`src/rtl/nv_nvdla_pdp_core_seq_pkg.sv`:
```
// Shared definitions for the PDP core sequencer slice.
//   seq_state_e : sequencer FSM state encoding
//   SPLIT_W     : width of split index / splitw_num
//   WID_W       : width of per-split output width fields (minus-one encoded)
//   CUBE_W      : width of cube height/channel fields (minus-one encoded)
package nv_nvdla_pdp_pkg;

    localparam int unsigned SPLIT_W = 8;
    localparam int unsigned WID_W   = 10;
    localparam int unsigned CUBE_W  = 13;

    typedef enum logic [1:0] {
        SEQ_IDLE  = 2'd0,
        SEQ_START = 2'd1,
        SEQ_RUN   = 2'd2,
        SEQ_DONE  = 2'd3
    } seq_state_e;

endpackage

```
`src/rtl/nv_nvdla_pdp_core_seq_if.sv`:
```
// Datapath-to-WDMA output handshake, one element per accepted beat.
//   dp2wdma_valid : datapath has an element
//   dp2wdma_ready : WDMA accepts the element
// master: side driving the handshake; slave: monitoring side (sequencer).
interface nv_nvdla_pdp_core_seq_if;
    import nv_nvdla_pdp_pkg::*;

    logic dp2wdma_valid;
    logic dp2wdma_ready;

    modport master (output dp2wdma_valid, output dp2wdma_ready);
    modport slave  (input  dp2wdma_valid, input  dp2wdma_ready);

endinterface

```
`src/rtl/nv_nvdla_pdp_core_seq_cnt.sv`:
```
// Wrap counter used for the x / line / surface / split nest.
//   clr_i              : synchronous clear (highest priority)
//   load_i, load_val_i : synchronous load
//   inc_i              : advance by one, wrapping to 0 after limit_i
//   limit_i            : terminal value (minus-one encoded count)
//   cnt_o              : current count (registered)
//   carry_o            : combinational, inc_i while at limit_i
module nv_nvdla_pdp_seq_cnt
    import nv_nvdla_pdp_pkg::*;
#(
    parameter int unsigned W = 8
) (
    input  logic         nvdla_core_clk,
    input  logic         nvdla_core_rstn,
    input  logic         clr_i,
    input  logic         load_i,
    input  logic [W-1:0] load_val_i,
    input  logic         inc_i,
    input  logic [W-1:0] limit_i,
    output logic [W-1:0] cnt_o,
    output logic         carry_o
);

    logic [W-1:0] cnt_q;
    logic [W-1:0] cnt_d;

    assign carry_o = inc_i & (cnt_q == limit_i);
    assign cnt_o   = cnt_q;

    always_comb begin
        cnt_d = cnt_q;
        if (clr_i) begin
            cnt_d = '0;
        end else if (load_i) begin
            cnt_d = load_val_i;
        end else if (inc_i) begin
            cnt_d = carry_o ? '0 : cnt_q + W'(1);
        end
    end

    always_ff @(posedge nvdla_core_clk or negedge nvdla_core_rstn) begin
        if (!nvdla_core_rstn) begin
            cnt_q <= '0;
        end else begin
            cnt_q <= cnt_d;
        end
    end

endmodule

```
`src/rtl/nv_nvdla_pdp_core.sv`:
```
// PDP core operation sequencer.
// Inputs : nvdla_core_clk/nvdla_core_rstn, reg2dp_* configuration (op enable,
//          split count, per-split widths, cube height/channel, padding) and the
//          monitored dp2wdma handshake (interface slave modport).
// Outputs: pdp_op_start / split_done (decoded pulses), seq_busy, dp2reg_done,
//          seq_err and the current split's index, position, width and padding.
module nv_nvdla_pdp_core_seq
    import nv_nvdla_pdp_pkg::*;
#(
    parameter int unsigned SPLIT_W = nv_nvdla_pdp_pkg::SPLIT_W,
    parameter int unsigned WID_W   = nv_nvdla_pdp_pkg::WID_W,
    parameter int unsigned CUBE_W  = nv_nvdla_pdp_pkg::CUBE_W
) (
    input  logic                      nvdla_core_clk,
    input  logic                      nvdla_core_rstn,
    input  logic                      reg2dp_op_en,
    input  logic [SPLIT_W-1:0]        reg2dp_splitw_num,
    input  logic [WID_W-1:0]          reg2dp_partial_width_out_first,
    input  logic [WID_W-1:0]          reg2dp_partial_width_out_mid,
    input  logic [WID_W-1:0]          reg2dp_partial_width_out_last,
    input  logic [CUBE_W-1:0]         reg2dp_cube_out_height,
    input  logic [CUBE_W-1:0]         reg2dp_cube_out_channel,
    input  logic [2:0]                reg2dp_pad_left,
    input  logic [2:0]                reg2dp_pad_right,
    nv_nvdla_pdp_core_seq_if.slave    dp2wdma,
    output logic                      pdp_op_start,
    output logic                      seq_busy,
    output logic [SPLIT_W-1:0]        split_idx,
    output logic                      split_first,
    output logic                      split_last,
    output logic [WID_W-1:0]          cur_width_out,
    output logic [2:0]                cur_pad_left,
    output logic [2:0]                cur_pad_right,
    output logic                      split_done,
    output logic                      dp2reg_done,
    output logic                      seq_err
);

    seq_state_e state_q, state_d;
    logic       op_en_q;

    // Configuration latched at START
    logic [SPLIT_W-1:0] splitw_q;
    logic [WID_W-1:0]   w_first_q, w_mid_q, w_last_q;
    logic [CUBE_W-1:0]  height_q, chan_q;
    logic [2:0]         pad_l_q, pad_r_q;

    logic               busy_q, done_q, err_q, err_d;
    logic               first_q, last_q;
    logic [WID_W-1:0]   width_q, width_d;
    logic [2:0]         cur_pl_q, cur_pl_d, cur_pr_q, cur_pr_d;

    logic               beat, start, abort, run_beat, cnt_clr, upd;
    logic               x_carry, line_carry, surf_carry, split_carry;
    logic [WID_W-1:0]   x_cnt;
    logic [CUBE_W-1:0]  line_cnt, surf_cnt;
    logic [SPLIT_W-1:0] split_nxt, num_e;
    logic [WID_W-1:0]   first_e, mid_e, last_e;
    logic [2:0]         pl_e, pr_e;

    assign beat     = dp2wdma.dp2wdma_valid & dp2wdma.dp2wdma_ready;
    assign start    = reg2dp_op_en & ~op_en_q;
    assign abort    = ~reg2dp_op_en & ((state_q == SEQ_START) | (state_q == SEQ_RUN));
    assign run_beat = (state_q == SEQ_RUN) & beat & reg2dp_op_en;
    assign cnt_clr  = (state_q == SEQ_START) | abort;

    always_comb begin
        state_d = state_q;
        case (state_q)
            SEQ_IDLE:  if (start) state_d = SEQ_START;
            SEQ_START: state_d = abort ? SEQ_IDLE : SEQ_RUN;
            SEQ_RUN: begin
                if (abort)            state_d = SEQ_IDLE;
                else if (split_carry) state_d = SEQ_DONE;
            end
            SEQ_DONE:  state_d = SEQ_IDLE;
            default:   state_d = SEQ_IDLE;
        endcase
    end

    nv_nvdla_pdp_seq_cnt #(.W(WID_W)) u_x_cnt (
        .nvdla_core_clk(nvdla_core_clk), .nvdla_core_rstn(nvdla_core_rstn),
        .clr_i(cnt_clr), .load_i(1'b0), .load_val_i('0), .inc_i(run_beat),
        .limit_i(width_q), .cnt_o(x_cnt), .carry_o(x_carry));

    nv_nvdla_pdp_seq_cnt #(.W(CUBE_W)) u_line_cnt (
        .nvdla_core_clk(nvdla_core_clk), .nvdla_core_rstn(nvdla_core_rstn),
        .clr_i(cnt_clr), .load_i(1'b0), .load_val_i('0), .inc_i(x_carry),
        .limit_i(height_q), .cnt_o(line_cnt), .carry_o(line_carry));

    nv_nvdla_pdp_seq_cnt #(.W(CUBE_W)) u_surf_cnt (
        .nvdla_core_clk(nvdla_core_clk), .nvdla_core_rstn(nvdla_core_rstn),
        .clr_i(cnt_clr), .load_i(1'b0), .load_val_i('0), .inc_i(line_carry),
        .limit_i(chan_q), .cnt_o(surf_cnt), .carry_o(surf_carry));

    nv_nvdla_pdp_seq_cnt #(.W(SPLIT_W)) u_split_cnt (
        .nvdla_core_clk(nvdla_core_clk), .nvdla_core_rstn(nvdla_core_rstn),
        .clr_i(cnt_clr), .load_i(1'b0), .load_val_i('0), .inc_i(surf_carry),
        .limit_i(splitw_q), .cnt_o(split_idx), .carry_o(split_carry));

    // Per-split outputs are recomputed from the split index the counter will
    // hold after this edge. In START the latch is still loading, so the raw
    // register values are used instead of the latched copies.
    always_comb begin
        num_e   = (state_q == SEQ_START) ? reg2dp_splitw_num              : splitw_q;
        first_e = (state_q == SEQ_START) ? reg2dp_partial_width_out_first : w_first_q;
        mid_e   = (state_q == SEQ_START) ? reg2dp_partial_width_out_mid   : w_mid_q;
        last_e  = (state_q == SEQ_START) ? reg2dp_partial_width_out_last  : w_last_q;
        pl_e    = (state_q == SEQ_START) ? reg2dp_pad_left                : pad_l_q;
        pr_e    = (state_q == SEQ_START) ? reg2dp_pad_right               : pad_r_q;

        split_nxt = split_idx;
        if (cnt_clr || split_carry) split_nxt = '0;
        else if (surf_carry)        split_nxt = split_idx + SPLIT_W'(1);

        if (num_e == '0 || split_nxt == '0) width_d = first_e;
        else if (split_nxt == num_e)        width_d = last_e;
        else                                width_d = mid_e;

        cur_pl_d = (split_nxt == '0)   ? pl_e : 3'd0;
        cur_pr_d = (split_nxt == num_e) ? pr_e : 3'd0;
        upd      = cnt_clr | surf_carry;

        err_d = err_q;
        if (state_q == SEQ_START)                err_d = 1'b0;
        else if (state_q == SEQ_IDLE && beat)    err_d = 1'b1;
    end

    always_ff @(posedge nvdla_core_clk or negedge nvdla_core_rstn) begin
        if (!nvdla_core_rstn) begin
            state_q   <= SEQ_IDLE;
            op_en_q   <= 1'b0;
            splitw_q  <= '0;
            w_first_q <= '0;
            w_mid_q   <= '0;
            w_last_q  <= '0;
            height_q  <= '0;
            chan_q    <= '0;
            pad_l_q   <= '0;
            pad_r_q   <= '0;
            busy_q    <= 1'b0;
            done_q    <= 1'b0;
            err_q     <= 1'b0;
            first_q   <= 1'b1;
            last_q    <= 1'b0;
            width_q   <= '0;
            cur_pl_q  <= '0;
            cur_pr_q  <= '0;
        end else begin
            state_q <= state_d;
            op_en_q <= reg2dp_op_en;
            busy_q  <= (state_d != SEQ_IDLE);
            done_q  <= (state_d == SEQ_DONE);
            err_q   <= err_d;
            if (state_q == SEQ_START) begin
                splitw_q  <= reg2dp_splitw_num;
                w_first_q <= reg2dp_partial_width_out_first;
                w_mid_q   <= reg2dp_partial_width_out_mid;
                w_last_q  <= reg2dp_partial_width_out_last;
                height_q  <= reg2dp_cube_out_height;
                chan_q    <= reg2dp_cube_out_channel;
                pad_l_q   <= reg2dp_pad_left;
                pad_r_q   <= reg2dp_pad_right;
            end
            if (upd) begin
                width_q  <= width_d;
                cur_pl_q <= cur_pl_d;
                cur_pr_q <= cur_pr_d;
                first_q  <= (split_nxt == '0);
                last_q   <= (split_nxt == num_e);
            end
        end
    end

    assign pdp_op_start  = (state_q == SEQ_START);
    assign split_done    = surf_carry;
    assign seq_busy      = busy_q;
    assign dp2reg_done   = done_q;
    assign seq_err       = err_q;
    assign split_first   = first_q;
    assign split_last    = last_q;
    assign cur_width_out = width_q;
    assign cur_pad_left  = cur_pl_q;
    assign cur_pad_right = cur_pr_q;

endmodule

```
`src/flat_wrapper.sv`:
```
// flat-port wrapper written by rule: the top's interface ports become plain ports
module nv_nvdla_pdp_core_seq_flat import nv_nvdla_pdp_pkg::*;
#(
    parameter int unsigned SPLIT_W = nv_nvdla_pdp_pkg::SPLIT_W,
    parameter int unsigned WID_W   = nv_nvdla_pdp_pkg::WID_W,
    parameter int unsigned CUBE_W  = nv_nvdla_pdp_pkg::CUBE_W
)
  (nvdla_core_clk, nvdla_core_rstn, reg2dp_op_en, reg2dp_splitw_num, reg2dp_partial_width_out_first, reg2dp_partial_width_out_mid, reg2dp_partial_width_out_last, reg2dp_cube_out_height, reg2dp_cube_out_channel, reg2dp_pad_left, reg2dp_pad_right, pdp_op_start, seq_busy, split_idx, split_first, split_last, cur_width_out, cur_pad_left, cur_pad_right, split_done, dp2reg_done, seq_err, dp2wdma_dp2wdma_valid, dp2wdma_dp2wdma_ready);
  nv_nvdla_pdp_core_seq_if dp2wdma_i ();
  input  logic nvdla_core_clk;
  input  logic nvdla_core_rstn;
  input  logic reg2dp_op_en;
  input  logic [SPLIT_W-1:0] reg2dp_splitw_num;
  input  logic [WID_W-1:0] reg2dp_partial_width_out_first;
  input  logic [WID_W-1:0] reg2dp_partial_width_out_mid;
  input  logic [WID_W-1:0] reg2dp_partial_width_out_last;
  input  logic [CUBE_W-1:0] reg2dp_cube_out_height;
  input  logic [CUBE_W-1:0] reg2dp_cube_out_channel;
  input  logic [2:0] reg2dp_pad_left;
  input  logic [2:0] reg2dp_pad_right;
  output logic pdp_op_start;
  output logic seq_busy;
  output logic [SPLIT_W-1:0] split_idx;
  output logic split_first;
  output logic split_last;
  output logic [WID_W-1:0] cur_width_out;
  output logic [2:0] cur_pad_left;
  output logic [2:0] cur_pad_right;
  output logic split_done;
  output logic dp2reg_done;
  output logic seq_err;
  input wire logic [$bits(dp2wdma_i.dp2wdma_valid)-1:0] dp2wdma_dp2wdma_valid;
  input wire logic [$bits(dp2wdma_i.dp2wdma_ready)-1:0] dp2wdma_dp2wdma_ready;
  assign dp2wdma_i.dp2wdma_valid = dp2wdma_dp2wdma_valid;
  assign dp2wdma_i.dp2wdma_ready = dp2wdma_dp2wdma_ready;
  nv_nvdla_pdp_core_seq #(.SPLIT_W(SPLIT_W), .WID_W(WID_W), .CUBE_W(CUBE_W)) u_core (.nvdla_core_clk(nvdla_core_clk), .nvdla_core_rstn(nvdla_core_rstn), .reg2dp_op_en(reg2dp_op_en), .reg2dp_splitw_num(reg2dp_splitw_num), .reg2dp_partial_width_out_first(reg2dp_partial_width_out_first), .reg2dp_partial_width_out_mid(reg2dp_partial_width_out_mid), .reg2dp_partial_width_out_last(reg2dp_partial_width_out_last), .reg2dp_cube_out_height(reg2dp_cube_out_height), .reg2dp_cube_out_channel(reg2dp_cube_out_channel), .reg2dp_pad_left(reg2dp_pad_left), .reg2dp_pad_right(reg2dp_pad_right), .dp2wdma(dp2wdma_i), .pdp_op_start(pdp_op_start), .seq_busy(seq_busy), .split_idx(split_idx), .split_first(split_first), .split_last(split_last), .cur_width_out(cur_width_out), .cur_pad_left(cur_pad_left), .cur_pad_right(cur_pad_right), .split_done(split_done), .dp2reg_done(dp2reg_done), .seq_err(seq_err));
endmodule
```
`config.mk`:
```
export PLATFORM = sky130hd
export DESIGN_NAME = nv_nvdla_pdp_core_seq_flat
export DESIGN_NICKNAME = d
export VERILOG_FILES = /design/src/rtl/nv_nvdla_pdp_core_seq_pkg.sv /design/src/rtl/nv_nvdla_pdp_core_seq_if.sv /design/src/rtl/nv_nvdla_pdp_core_seq_cnt.sv /design/src/rtl/nv_nvdla_pdp_core.sv /design/src/flat_wrapper.sv
export SDC_FILE = /design/constraint.sdc
export NUM_CORES = 1
export LEC_CHECK = 0
export ABC_CLOCK_PERIOD_IN_PS = 3750
export BUFFER_PORTS_ARGS = -buffer_cell sky130_fd_sc_hd__buf_2
export CELL_PAD_IN_SITES_DETAIL_PLACEMENT = 1
export CELL_PAD_IN_SITES_GLOBAL_PLACEMENT = 2
export CORE_ASPECT_RATIO = 0.9
export CORE_MARGIN = 3
export CORE_UTILIZATION = 37
export DETAILED_ROUTE_END_ITERATION = 8
export PLACE_DENSITY = 0.77
export SYNTH_ARGS = -nofsm -noshare
export SYNTH_HDL_FRONTEND = slang
export SYNTH_SLANG_ARGS = --single-unit
export TNS_END_PERCENT = 30
```
`constraint.sdc`:
```
create_clock -name nvdla_core_clk -period 3.75 [get_ports nvdla_core_clk]
set_input_delay 0.375 -clock nvdla_core_clk [delete_from_list [all_inputs] [get_ports nvdla_core_clk]]
set_output_delay 0.375 -clock nvdla_core_clk [all_outputs]
set_load 0.01 [all_outputs]
```
Word-level counts from Yosys, hierarchy flattened
Index checks and enable logic that the tools add are counted.
W data, S select, Z words.
- add/subtract/negate cells: 4
- equality and inequality tests: 9
- bitwise gates (word level): 14
- multiplexer cells: 31
- reductions and logical operators: 12
- operator list (kind ; count):
    $mux W10 ; 8
    $mux W13 ; 6
    $mux W8 ; 6
    $add A13 B1 Y13 const B ; 2
    $eq A13 B13 Y1 ; 2
    $eq A8 B8 Y1 ; 2
    $logic_not A8 Y1 ; 2
    $mux W3 ; 4
    $reduce_bool A2 Y1 ; 6
    $add A10 B1 Y10 const B ; 1
    $eq A10 B10 Y1 ; 1
    $and A1 B1 Y1 ; 9
    $add A8 B1 Y8 const B ; 1
    $mux W2 ; 4
    $pmux W2 S4 ; 1
    $eq A2 B2 Y1 const B ; 3
    $or A1 B1 Y1 ; 3
    $eq A2 B1 Y1 const B ; 1
    $logic_not A2 Y1 ; 1
    $logic_or A1 B1 Y1 ; 2
    $mux W1 ; 2
    $not A1 Y1 ; 2
    $logic_and A1 B1 Y1 ; 1
- bits in registers: 138
- output and inout port bits: 31

Depth between registers and ports, before layout
Gate-level depths: netlist of run 1.
- word-level depth: 12
- depth in mapped cells: 14
- mapped depth without buffers: 12

By module
A second synthesis of run 1 with hierarchy kept.
- cells, all modules: 753
- area, all modules: 7961.4 um2
- by module, submodules not included (module ; sequential area each (um2) ; cells each ; area each (um2) ; times used):
    nv_nvdla_pdp_core_seq ; 2353.5 ; 356 ; 4414.2 ; 1
    nv_nvdla_pdp_seq_cnt (u_core.u_line_cnt ...) ; 325.3 ; 116 ; 1059.8 ; 2
    nv_nvdla_pdp_seq_cnt (u_core.u_x_cnt) ; 250.2 ; 91 ; 772.0 ; 1
    nv_nvdla_pdp_seq_cnt (u_core.u_split_cnt) ; 200.2 ; 74 ; 655.6 ; 1

Worst setup path before layout of run 1
Ideal clock, no wire load.
- path kind: reg-to-reg
- start: register u_core.state_q[0]
- end: register u_core.width_q[0] (netlist: u_core.cur_width_out[0])
- library setup time: 128 ps
- data arrival time: 3165 ps
- setup slack: 457 ps
- buffers on the path: 2
- cell stages (with the launch flop): 15
- path through: dfrtp_1 inv_1 ha_1 nand4_1 nor4_1 nand3_1 or4_4 buf_6 or4_1 a211oi_1 nor4_2 nand4_4 buf_8 mux2i_1 o22ai_1
- cells in the longest elaborated chain, start to end: 12
- RTL lines (what ; line ; RTL):
    start: declaration ; nv_nvdla_pdp_core.sv:39 ; seq_state_e state_q, state_d;
    start signal: assignment ; nv_nvdla_pdp_core.sv:150 ; state_q <= state_d;
    $eq A2 B2 Y1 ; nv_nvdla_pdp_core.sv:63, nv_nvdla_pdp_core.sv:64 ;
    $and A1 B1 Y1 (2 in a row) ; nv_nvdla_pdp_core.sv:64 ; assign run_beat = (state_q == SEQ_RUN) & beat & reg2dp_op_en;
    $and A1 B1 Y1 (4 in a row) ; nv_nvdla_pdp_core_seq_cnt.sv:27 ; assign carry_o = inc_i & (cnt_q == limit_i);
    $logic_or A1 B1 Y1 ; nv_nvdla_pdp_core.sv:113 ; if (cnt_clr || split_carry) split_nxt = '0;
    $mux W8 ; nv_nvdla_pdp_core.sv:113 ;
    $eq A8 B8 Y1 / $logic_not A8 Y1 (equally long branches) ; nv_nvdla_pdp_core.sv:117, nv_nvdla_pdp_core.sv:116 ;
    $mux W10 / $logic_or A1 B1 Y1 (equally long branches) ; nv_nvdla_pdp_core.sv:117, nv_nvdla_pdp_core.sv:116 ;
    $mux W10 ; nv_nvdla_pdp_core.sv:116 ; if (num_e == '0 || split_nxt == '0) width_d = first_e;
    end signal: assignment ; nv_nvdla_pdp_core.sv:166 ; width_q <= width_d;
    end: declaration ; nv_nvdla_pdp_core.sv:50 ; logic [WID_W-1:0] width_q, width_d;
Parallel ways exist; a longest one is shown, timed or not.
A chain may end at the register's enable or synchronous reset.

Worst setup path in the final report of run 1
- start: register u_core.width_q[2] (netlist: u_core.cur_width_out[2])
- end: register u_core.width_q[3] (netlist: u_core.cur_width_out[3])
- cells in the longest elaborated chain, start to end: 10
- RTL lines (what ; line):
    $eq A10 B10 Y1 * ; nv_nvdla_pdp_core_seq_cnt.sv:27
    $and A1 B1 Y1 * (3 in a row) ; nv_nvdla_pdp_core_seq_cnt.sv:27
    $and A1 B1 Y1 ; nv_nvdla_pdp_core_seq_cnt.sv:27
    $logic_or A1 B1 Y1 ; nv_nvdla_pdp_core.sv:113
    $mux W8 ; nv_nvdla_pdp_core.sv:113
    $eq A8 B8 Y1 / $logic_not A8 Y1 (equally long branches) ; nv_nvdla_pdp_core.sv:117, nv_nvdla_pdp_core.sv:116
    $mux W10 / $logic_or A1 B1 Y1 (equally long branches) ; nv_nvdla_pdp_core.sv:117, nv_nvdla_pdp_core.sv:116
    $mux W10 ; nv_nvdla_pdp_core.sv:116
Mark *: on every way between the ends. The rest lies on a longest branch, timed or not.

==> impl_metrics.ini, run 1 <==
[outcome]
status = complete, no violations

[clock_tree]
numCtsBuffers = 17
insertion_delay_ns = 0.43
clk_root_buffer_cell = clkbuf_16
cts.sink_count = 138
cts_max_level = 4
clk_pin_slew_ns = 0.07
cts_tree = done
clockBufferDepth = 2

[route]
vias = 5429
dr.pass1.iters = 4
wire_per_inst_um = 19.3
drt_iter0_markers = 299
route.detailed.drc = 0
ant_nets = 0
via_per_inst = 5.29
finalWirelength_mm = 19.8

[floorplanning]
start_util_pct = 38.5
dieArea_um2 = 20400
num_rows = 46
io_pins = 106
core_um2 = 18000
fp.dieW_um = 150
die_y_um = 136

[timing]
worst_pin_slew_ns = 1.08
clock_skew_ns = 0.0145
fmaxAchievable_mhz = 280
slew_headroom_pct = 27.9
slew_viol_final = 0
min_period_over_period_pct = 95.1
finalSetupViolations = 0
fin_crit_ns = 3.57
rsz0062_at_grt = no
hold_viol = 0

[synth]
ys.flop_type = dfrtp_1
ys_seq_area_share_pct = 49.8
synth.ff_latch_count = 138
ys_types = 47
postSynthNetCount = 725
synth_edf_count = 0
synth.avg_cell_area_um2 = 10.8
synth_area_um2 = 6940
syn_inst = 643
yosys_warnings = 0
async_reset_ff_share_pct = 100

[placement]
place_hpwl_mm = 14.0
place_area_um2 = 7870
place_congestion = 0.839
numPortBuffers = 105

[cells_and_area]
diodes = 0
nets = 855
area_delta_synth_final_pct = 24.4
final_area_um2 = 8630
layout_common_cells = 137 x dfrtp_1, 104 x buf_2, 62 x mux2_2
layout_commonest_cell = dfrtp_1
drive_gt1_share_pct = 33.1

[critical_path]
worstPathRequired_ns = 4.05
path_cells = xor2_1, nor4_1, nand3_2, or4_4, or4_4, a211oi_4, nor4_4, nand4_4, buf_12, mux2i_1, o22ai_1
setup.worst_path.class = flop to flop
crit_top_cell = or4_4
arrival_ns = 3.87
cp_slowest_stage_delay_ns = 0.53
endpoint_kind = flop
critPathLaunchType = flop
path_max_fanout = 11
cpMaxStageDelayCell = or4_4

[global_routing]
gr-usage-all-layers_pct = 20.2
antenna_found_initial = 0
first_global_vias = 5968
grt_max_degree = 115
overflow = 0
grt_pass1_wl_mm = 32.2

[power_and_ir_drop]
totalPowerFinal_w = 0.00661
powerDensity_nw_per_um2 = 767
ir_worst_vdd_uv = 304
leakage_nw = 3.97

[min_path]
hold_class = primary input to async pin

[job]
maxCapViolCount = 0
-- stage by stage --
stage | hold slack (ns) | worst slack [ns] | std cells | setup TNS, ns | util [%]
after floorplan | 0.0794 | 0.457 | 643 | 0 | -
after global placement | 0.456 | 0.105 | 987 | 0 | 43.7
after detailed placement | 0.484 | -0.175 | 987 | -1.48 | 43.7
after CTS | 0.112 | 0.00575 | 1022 | 0 | 47.5
after global routing | 0.124 | 0.0119 | 1026 | 0 | 47.9
final | 0.0976 | 0.183 | 1026 | 0 | 47.9
-- layout make-up --
cell class,instances,area (um^2)
Fill cell,1974,9390
Inverter,16,60.1
Timing Repair Buffer,139,800
Sequential cell,138,3450
Multi-Input combinational cell,461,3380
Tap cell,240,300
Clock buffer,17,425
Clock inverter,15,206
-- sequential cells by signal, summed over array words and instances (netlist names), 2 cells and up --
signal                    flops
u_core.state_q                2
u_core.u_split_cnt.cnt_o      8
u_core.u_surf_cnt.cnt_o      13
u_core.height_q              13
u_core.cur_pad_left           3
u_core.splitw_q               8
u_core.pad_r_q                3
u_core.pad_l_q                3
u_core.w_last_q              10
u_core.cur_pad_right          3
u_core.u_line_cnt.cnt_o      13
u_core.w_mid_q               10
u_core.u_x_cnt.cnt_o         10
u_core.cur_width_out         10
u_core.chan_q                13
u_core.w_first_q             10
-- layer usage --
metal | vias up | share of wire [%] | global-route usage [%]
met2 | 116 | 49 | 33.7
met3 | 20 | 4.9 | 4.73
met1 | 2737 | 45 | 26.3
li1 | 2556 | - | -
met4 | 0 | 1.3 | 5.84
met5 | - | 0 | 0
-- repair_timing --
| action | 4_1_cts | 5_1_grt |
|---|---|---|
| resized for setup | 4 | 13 |
| gates cloned | 1 | 1 |
| setup buffers | 2 | 3 |
| pin swaps | 3 | 6 |
| hold buffers | 0 | 0 |
| endpoints found under the setup margin | 10 | 14 |
-- critical path, delay by kind of cell, from the launching register on --
family                 cells  cell delay, ns
multiplexers               1            0.22
XOR/XNOR                   1            0.21
AND/OR/NAND/NOR            6            1.94
buffers and inverters      1            0.16
flip-flops                 1            0.47
AO/OA/AOI/OAI              2            0.41
-- synth_stat cells, types with 4 or more instances --
cell type	count	area, um^2
a211oi_1	7	52.6
a211oi_2	4	50.1
a21oi_1	34	170
a31oi_1	4	25.0
and3_1	9	56.3
buf_1	4	15.0
clkbuf_1	24	90.1
dfrtp_1	137	3430
ha_1	7	87.6
inv_1	16	60.1
mux2_2	62	698
mux2i_1	20	200
nand2_1	43	161
nand3_1	14	70.1
nand4_1	15	93.8
nor2_1	50	188
nor2b_1	5	31.3
nor3_1	13	65.1
nor4_1	12	75.1
nor4_2	4	50.1
o211a_1	6	60.1
o21ai_0	24	120
o21ai_1	6	30.0
o22ai_1	11	68.8
or3_1	7	43.8
xnor2_1	12	105
xor2_1	61	534
-- kinds of logic after synthesis --
kind of cell             Yosys count  share of synthesized area, %
AND/OR/NAND/NOR                  194                          14.8
flip-flops                       138                          49.8
AO/OA/AOI/OAI                    103                          9.18
multiplexers                      82                          13.0
XOR/XNOR                          73                          9.22
buffers and inverters             46                          2.76
adder cells (fa/ha/maj)            7                          1.26
-- path summary, 6_finish.rpt --
| check | to | start | slack (ns) | cells past startpoint |
|---|---|---|---|---|
| max | u_core.cur_width_out[3] | u_core.cur_width_out[2] | 0.18 | 11 |
| min reg2reg | u_core.pad_l_q[1] | u_core.pad_l_q[1] | 0.49 | 1 |
| min | u_core.u_split_cnt.cnt_o[4] | nvdla_core_rstn | 0.1 | 1 |
| max reg2reg | u_core.cur_width_out[3] | u_core.cur_width_out[2] | 0.18 | 11 |
| min in group nvdla_core_clk | u_core.op_en_q | reg2dp_op_en | 0.14 | 1 |
| max in group asynchronous | u_core.pad_r_q[0] | nvdla_core_rstn | 2.71 | 2 |
-- report_power, final --
part	internal, W	switching [W]
registers	0.00200	0.000312
clock network	0.00107	0.000720
logic	0.00106	0.00144
total	0.00414	0.00248
Power figures use the tool's default switching activity.
==> inputs of run 2 (changes only) <==
- ABC_CLOCK_PERIOD_IN_PS: 3750 -> 4450
- CORE_UTILIZATION: 37 -> 41
- CTS_BUF_LIST: not set -> sky130_fd_sc_hd__clkbuf_8
- PLACE_DENSITY: 0.77 -> 0.84
- SLEW_MARGIN: not set -> 20
- clock period: 3.75 -> 4.45 ns (I/O delays scaled with it)
==> impl_metrics.ini, run 2 (synthesis results as in run 1) <==
[outcome]
status = complete, no violations

[clock_tree]
numCtsBuffers = 17
cts.sink_count = 138
hold_buffers = 0
insertion_delay_ns = 0.45
post_cts_buffers = 0
cts_tree = done
clk_pin_slew_ns = 0.08
clk_root_buffer_cell = clkbuf_8
clockBufferDepth = 2
cts_max_level = 4
post_cts_resized = 0

[critical_path]
worstPathRequired_ns = 4.76
endpoint_kind = flop
setup.worst_path.class = flop to flop
arrival_ns = 4.23
critPathLaunchType = flop
path_max_fanout = 20

[floorplanning]
num_rows = 44
start_util_pct = 42.4
dieArea_um2 = 18500
die_y_um = 129
io_pins = 106
core_um2 = 16400
fp.dieW_um = 143

[timing]
setup_tns_ns = 0
rsz0062_at_grt = no
hold_viol = 0
finalSetupViolations = 0
fin_crit_ns = 3.93
fmaxAchievable_mhz = 255
min_period_over_period_pct = 88.3
worst_pin_slew_ns = 0.983
slew_headroom_pct = 34.5
clock_skew_ns = 0.0158
setup_ws_ns = 0.522
slew_viol_final = 0

[power_and_ir_drop]
p_sw_w = 0.00196
leakage_nw = 3.73
power.internal_w = 0.00298
comb_power_share_pct = 41.3
totalPowerFinal_w = 0.00494
ir_worst_vdd_uv = 254
sw_frac_of_total_pct = 39.7
pwr-share-clk_pct = 19.3
powerDensity_nw_per_um2 = 613
p_seq_share_pct = 39.4

[placement]
place_congestion = 0.854
place_hpwl_mm = 13.7
numPortBuffers = 105
preCtsSetupSlack_ns = 0.562

[global_routing]
overflow = 0
grt_pass1_wl_mm = 31.1
gr-usage-all-layers_pct = 21.5
grt_max_degree = 106
first_global_vias = 5893
antenna_found_initial = 1

[route]
ant_nets = 0
drt_iter0_markers = 284
route.detailed.drc = 0
finalWirelength_mm = 19.1
via_per_inst = 5.63
dr.pass1.iters = 5
wire_per_inst_um = 19.7
vias = 5456

[cells_and_area]
final.fill_count = 1807
layout_common_cells = 137 x dfrtp_1, 104 x buf_2, 62 x mux2_2
diodes = 0
drive_gt1_share_pct = 29.9
layout_commonest_cell = dfrtp_1
area_delta_synth_final_pct = 16.3
nets = 831

[min_path]
hold_class = primary input to async pin

[job]
maxCapViolCount = 0
-- run 2: cell count changes in the layout (fill, tap and decap cells not counted), moves of 3 or more --
cell,change
buf_4,-21
clkbuf_16,-17
clkbuf_8,+17
o21ai_0,+4
clkinv_2,+3
inv_1,+3
inv_6,-3
o21ai_1,-3
-- run 2: area by class of cell --
class | instances | area (um^2) | area share [%]
Clock inverter | 15 | 128 | 1.58
Inverter | 16 | 60.1 | 0.745
Clock buffer | 17 | 234 | 2.90
Sequential cell | 138 | 3450 | 42.8
Timing Repair Buffer | 117 | 622 | 7.71
Multi-Input combinational cell | 459 | 3310 | 41.0
Tap cell | 207 | 259 | 3.21
-- run 2: path summary, 6_finish.rpt --
path / startpoint / to / slack (ns) / cells after the start
max reg2reg: u_core.state_q[0] / u_core.cur_width_out[4] / 0.52 / 12
max: u_core.state_q[0] / u_core.cur_width_out[4] / 0.52 / 12
min in group nvdla_core_clk: reg2dp_op_en / u_core.op_en_q / 0.19 / 1
min: nvdla_core_rstn / u_core.splitw_q[3] / 0.14 / 1
max in group asynchronous: nvdla_core_rstn / u_core.u_line_cnt.cnt_o[4] / 3.28 / 2
min reg2reg: u_core.cur_pad_left[1] / u_core.cur_pad_left[1] / 0.50 / 2
-- run 2: power by group through the flow --
stage          logic, W  registers, W  clock network, W
2_1_floorplan   0.00140       0.00191                 0
3_3_place_gp    0.00195       0.00195                 0
3_5_place_dp    0.00205       0.00198                 0
4_1_cts         0.00206       0.00195          0.000976
5_1_grt         0.00225       0.00200           0.00105
6_report        0.00204       0.00195          0.000956
-- run 2: worst max-delay path, cell delays in order (launching register included) --
cell and delay, ns:
dfrtp_1 0.41, inv_1 0.11, ha_1 0.20, nand4_1 0.25
nor4_1 0.36, nand3_1 0.25, or4_4 0.61, or4_1 0.57
a211oi_2 0.27, nor4_2 0.09, nand4_4 0.28, mux2i_1 0.26
o22ai_1 0.13
-- run 2: through the flow --
step,std cells,util (%),hold WS (ns),instance area (um^2)
detailed placement,937,47.1,0.482,7700
global placement,937,47.1,0.463,7700
finish,969,49.3,0.140,8070
global route,969,49.3,0.165,8070
floorplan,643,-,0.149,6940
CTS,969,49.3,0.163,8060
-- run 2: per-layer routing --
metal / GRT usage, % / share of wire [%]
met1: 28.2 / 45
met2: 35.0 / 48
met3: 5.54 / 5.4
met4: 6.88 / 1.9
met5: 0 / 0.037
==> inputs of run 3 (changes only) <==
- ABC_AREA: not set -> 1
- CORE_UTILIZATION: 41 -> 37
- PLACE_DENSITY: 0.84 -> 0.85
==> impl_metrics.ini, run 3 <==
[outcome]
status = complete, no violations

[route]
via_per_inst = 4.81
dr.pass1.iters = 4
ant_nets = 0
finalWirelength_mm = 20.5
vias = 6278
wire_per_inst_um = 15.7
drt_iter0_markers = 266
route.detailed.drc = 0

[clock_tree]
numCtsBuffers = 17
clk_pin_slew_ns = 0.08
hold_buffers = 0
post_cts_resized = 0
cts_max_level = 4
cts_tree = done
cts.sink_count = 138
clockBufferDepth = 2
post_cts_buffers = 0
clk_root_buffer_cell = clkbuf_8
insertion_delay_ns = 0.45

[floorplanning]
die_y_um = 138
start_util_pct = 38.3
fp.dieW_um = 153
dieArea_um2 = 21000
core_um2 = 18700
io_pins = 106
num_rows = 47

[synth]
synth.avg_cell_area_um2 = 7.60
synth_top_area_share_pct = 47.9
synthTopCellsByCount = 286 x nand2_1, 137 x dfrtp_1, 129 x inv_1
ys_types = 41
ys.flop_type = dfrtp_1
synth.area.top_cells = dfrtp_1 48%, nand2_1 15%, inv_1 6.8%
async_reset_ff_share_pct = 100
yosys.area.top_type = dfrtp_1
yosysMostFrequentCell = nand2_1
ys_seq_area_share_pct = 48.3
synth_area_um2 = 7150
yosys_warnings = 0
synth_edf_count = 0
syn_inst = 941
synth.ff_latch_count = 138
postSynthNetCount = 1023

[critical_path]
critPathLaunchType = flop
cp_slowest_stage_delay_ns = 0.51
cpMaxStageDelayCell = ha_4
crit_top_cell = inv_1
worst-path-buf-inv = 5
arrival_ns = 3.51
worstPathRequired_ns = 4.77
setup.worst_path.class = flop to flop
path_max_fanout = 53
endpoint_kind = flop
path_cells = inv_1, ha_4, inv_1, buf_4, or2_2, o21ai_0, nand4_1, inv_1, nand2_1, nand2_1, inv_2, nand3_1, a21oi_1
path_delay_family = simple AND/OR/NAND/NOR gates

[timing]
worst_pin_slew_ns = 0.736
slew_headroom_pct = 50.9
setup_tns_ns = 0
hold_viol = 0
fin_crit_ns = 3.19
rsz0062_at_grt = no
slew_viol_final = 0
fmaxAchievable_mhz = 313
min_period_over_period_pct = 71.7
clock_skew_ns = 0.0162
finalSetupViolations = 0

[cells_and_area]
finalNonFillerCells = 1306
drive_gt1_share_pct = 19.3
final.fill_count = 2427
area_delta_synth_final_pct = 16.5
layout_common_cells = 286 x nand2_1, 137 x dfrtp_1, 133 x inv_1
multi_input_area_um2 = 3050
diodes = 0
seq_area_um2 = 3450
nets = 1131
layout_commonest_cell = nand2_1

[power_and_ir_drop]
powerDensity_nw_per_um2 = 598
ir_worst_vdd_uv = 199
totalPowerFinal_w = 0.00498
leakage_nw = 4.27

[placement]
dp_cells = 1275
place_congestion = 0.820
place_hpwl_mm = 15.2
numPortBuffers = 105

[global_routing]
antenna_found_initial = 0
first_global_vias = 6418
grt_busiest_layer = met2
gr-usage-all-layers_pct = 20.2
grt_max_degree = 76
grt_pass1_wl_mm = 33.7
overflow = 0
met3_usage_pct = 4.52
gr-usage-met2_pct = 33.0
met1_usage_pct = 27.7

[job]
maxCapViolCount = 0

[min_path]
hold_class = primary input to async pin
run 3: changes by cell type in the layout (fill, tap and decap cells not counted), sizes merged, moves of 28 or more:
| cell | delta |
|---|---|
| o21ai | +45 |
| nand3 | +35 |
| inv | +127 |
| xor2 | -50 |
| or2 | +28 |
| mux2 | -62 |
| nand2 | +249 |
run 3: routing by layer:
| layer | wire (um) | part of all wire [%] |
|---|---|---|
| met1 | 9860 | 48 |
| met2 | 9770 | 48 |
| met3 | 722 | 3.5 |
| met4 | 166 | 0.81 |
| met5 | 0 | 0 |
run 3: power breakdown:
part	switching (W)	internal (W)	total (W)
Clock	0.000485	0.000553	0.00104
Sequential	0.000237	0.00167	0.00190
Combinational	0.00140	0.000644	0.00204
Total	0.00212	0.00286	0.00498
run 3: cell type report:
class	count	share of cell area, %
multi-input cells	634	36.6
repair buffers	112	7.01
inverters	146	6.58
well taps	245	3.68
clock inverters	13	1.65
flip-flops and latches	138	41.5
clock buffers	18	2.97
run 3: worst paths after layout:
check	start	to	slack (ns)	depth (start not counted)
worst max-delay path	u_core.state_q[1]	u_core.cur_width_out[0]	1.26	13
worst min-delay path	nvdla_core_rstn	u_core.chan_q[9]	0.02	1
worst max register to register	u_core.state_q[1]	u_core.cur_width_out[0]	1.26	13
worst min register to register	u_core.w_first_q[0]	u_core.w_first_q[0]	0.48	2
max in group asynchronous	nvdla_core_rstn	u_core.pad_l_q[2]	3.47	2
min in group nvdla_core_clk	reg2dp_op_en	u_core.op_en_q	0.14	1
run 3: cells by family after synthesis:
logic type | Yosys count | share of synthesized area, %
AO/OA/AOI/OAI | 125 | 9.22
XOR/XNOR | 16 | 2.06
adder cells (fa/ha/maj) | 7 | 1.22
buffers and inverters | 169 | 9.25
flip-flops | 138 | 48.3
AND/OR/NAND/NOR | 486 | 30.0
run 3: stage by stage:
stage	util [%]	instance area, um^2	setup slack (ns)	hold WS (ns)
floorplan	-	7150	2.02	0.149
global placement	42.5	7950	1.22	0.455
detailed placement	42.5	7950	1.19	0.458
CTS	44.6	8330	1.20	0.0235
global route	44.6	8330	0.911	0.0438
finish	44.6	8330	1.26	0.0179
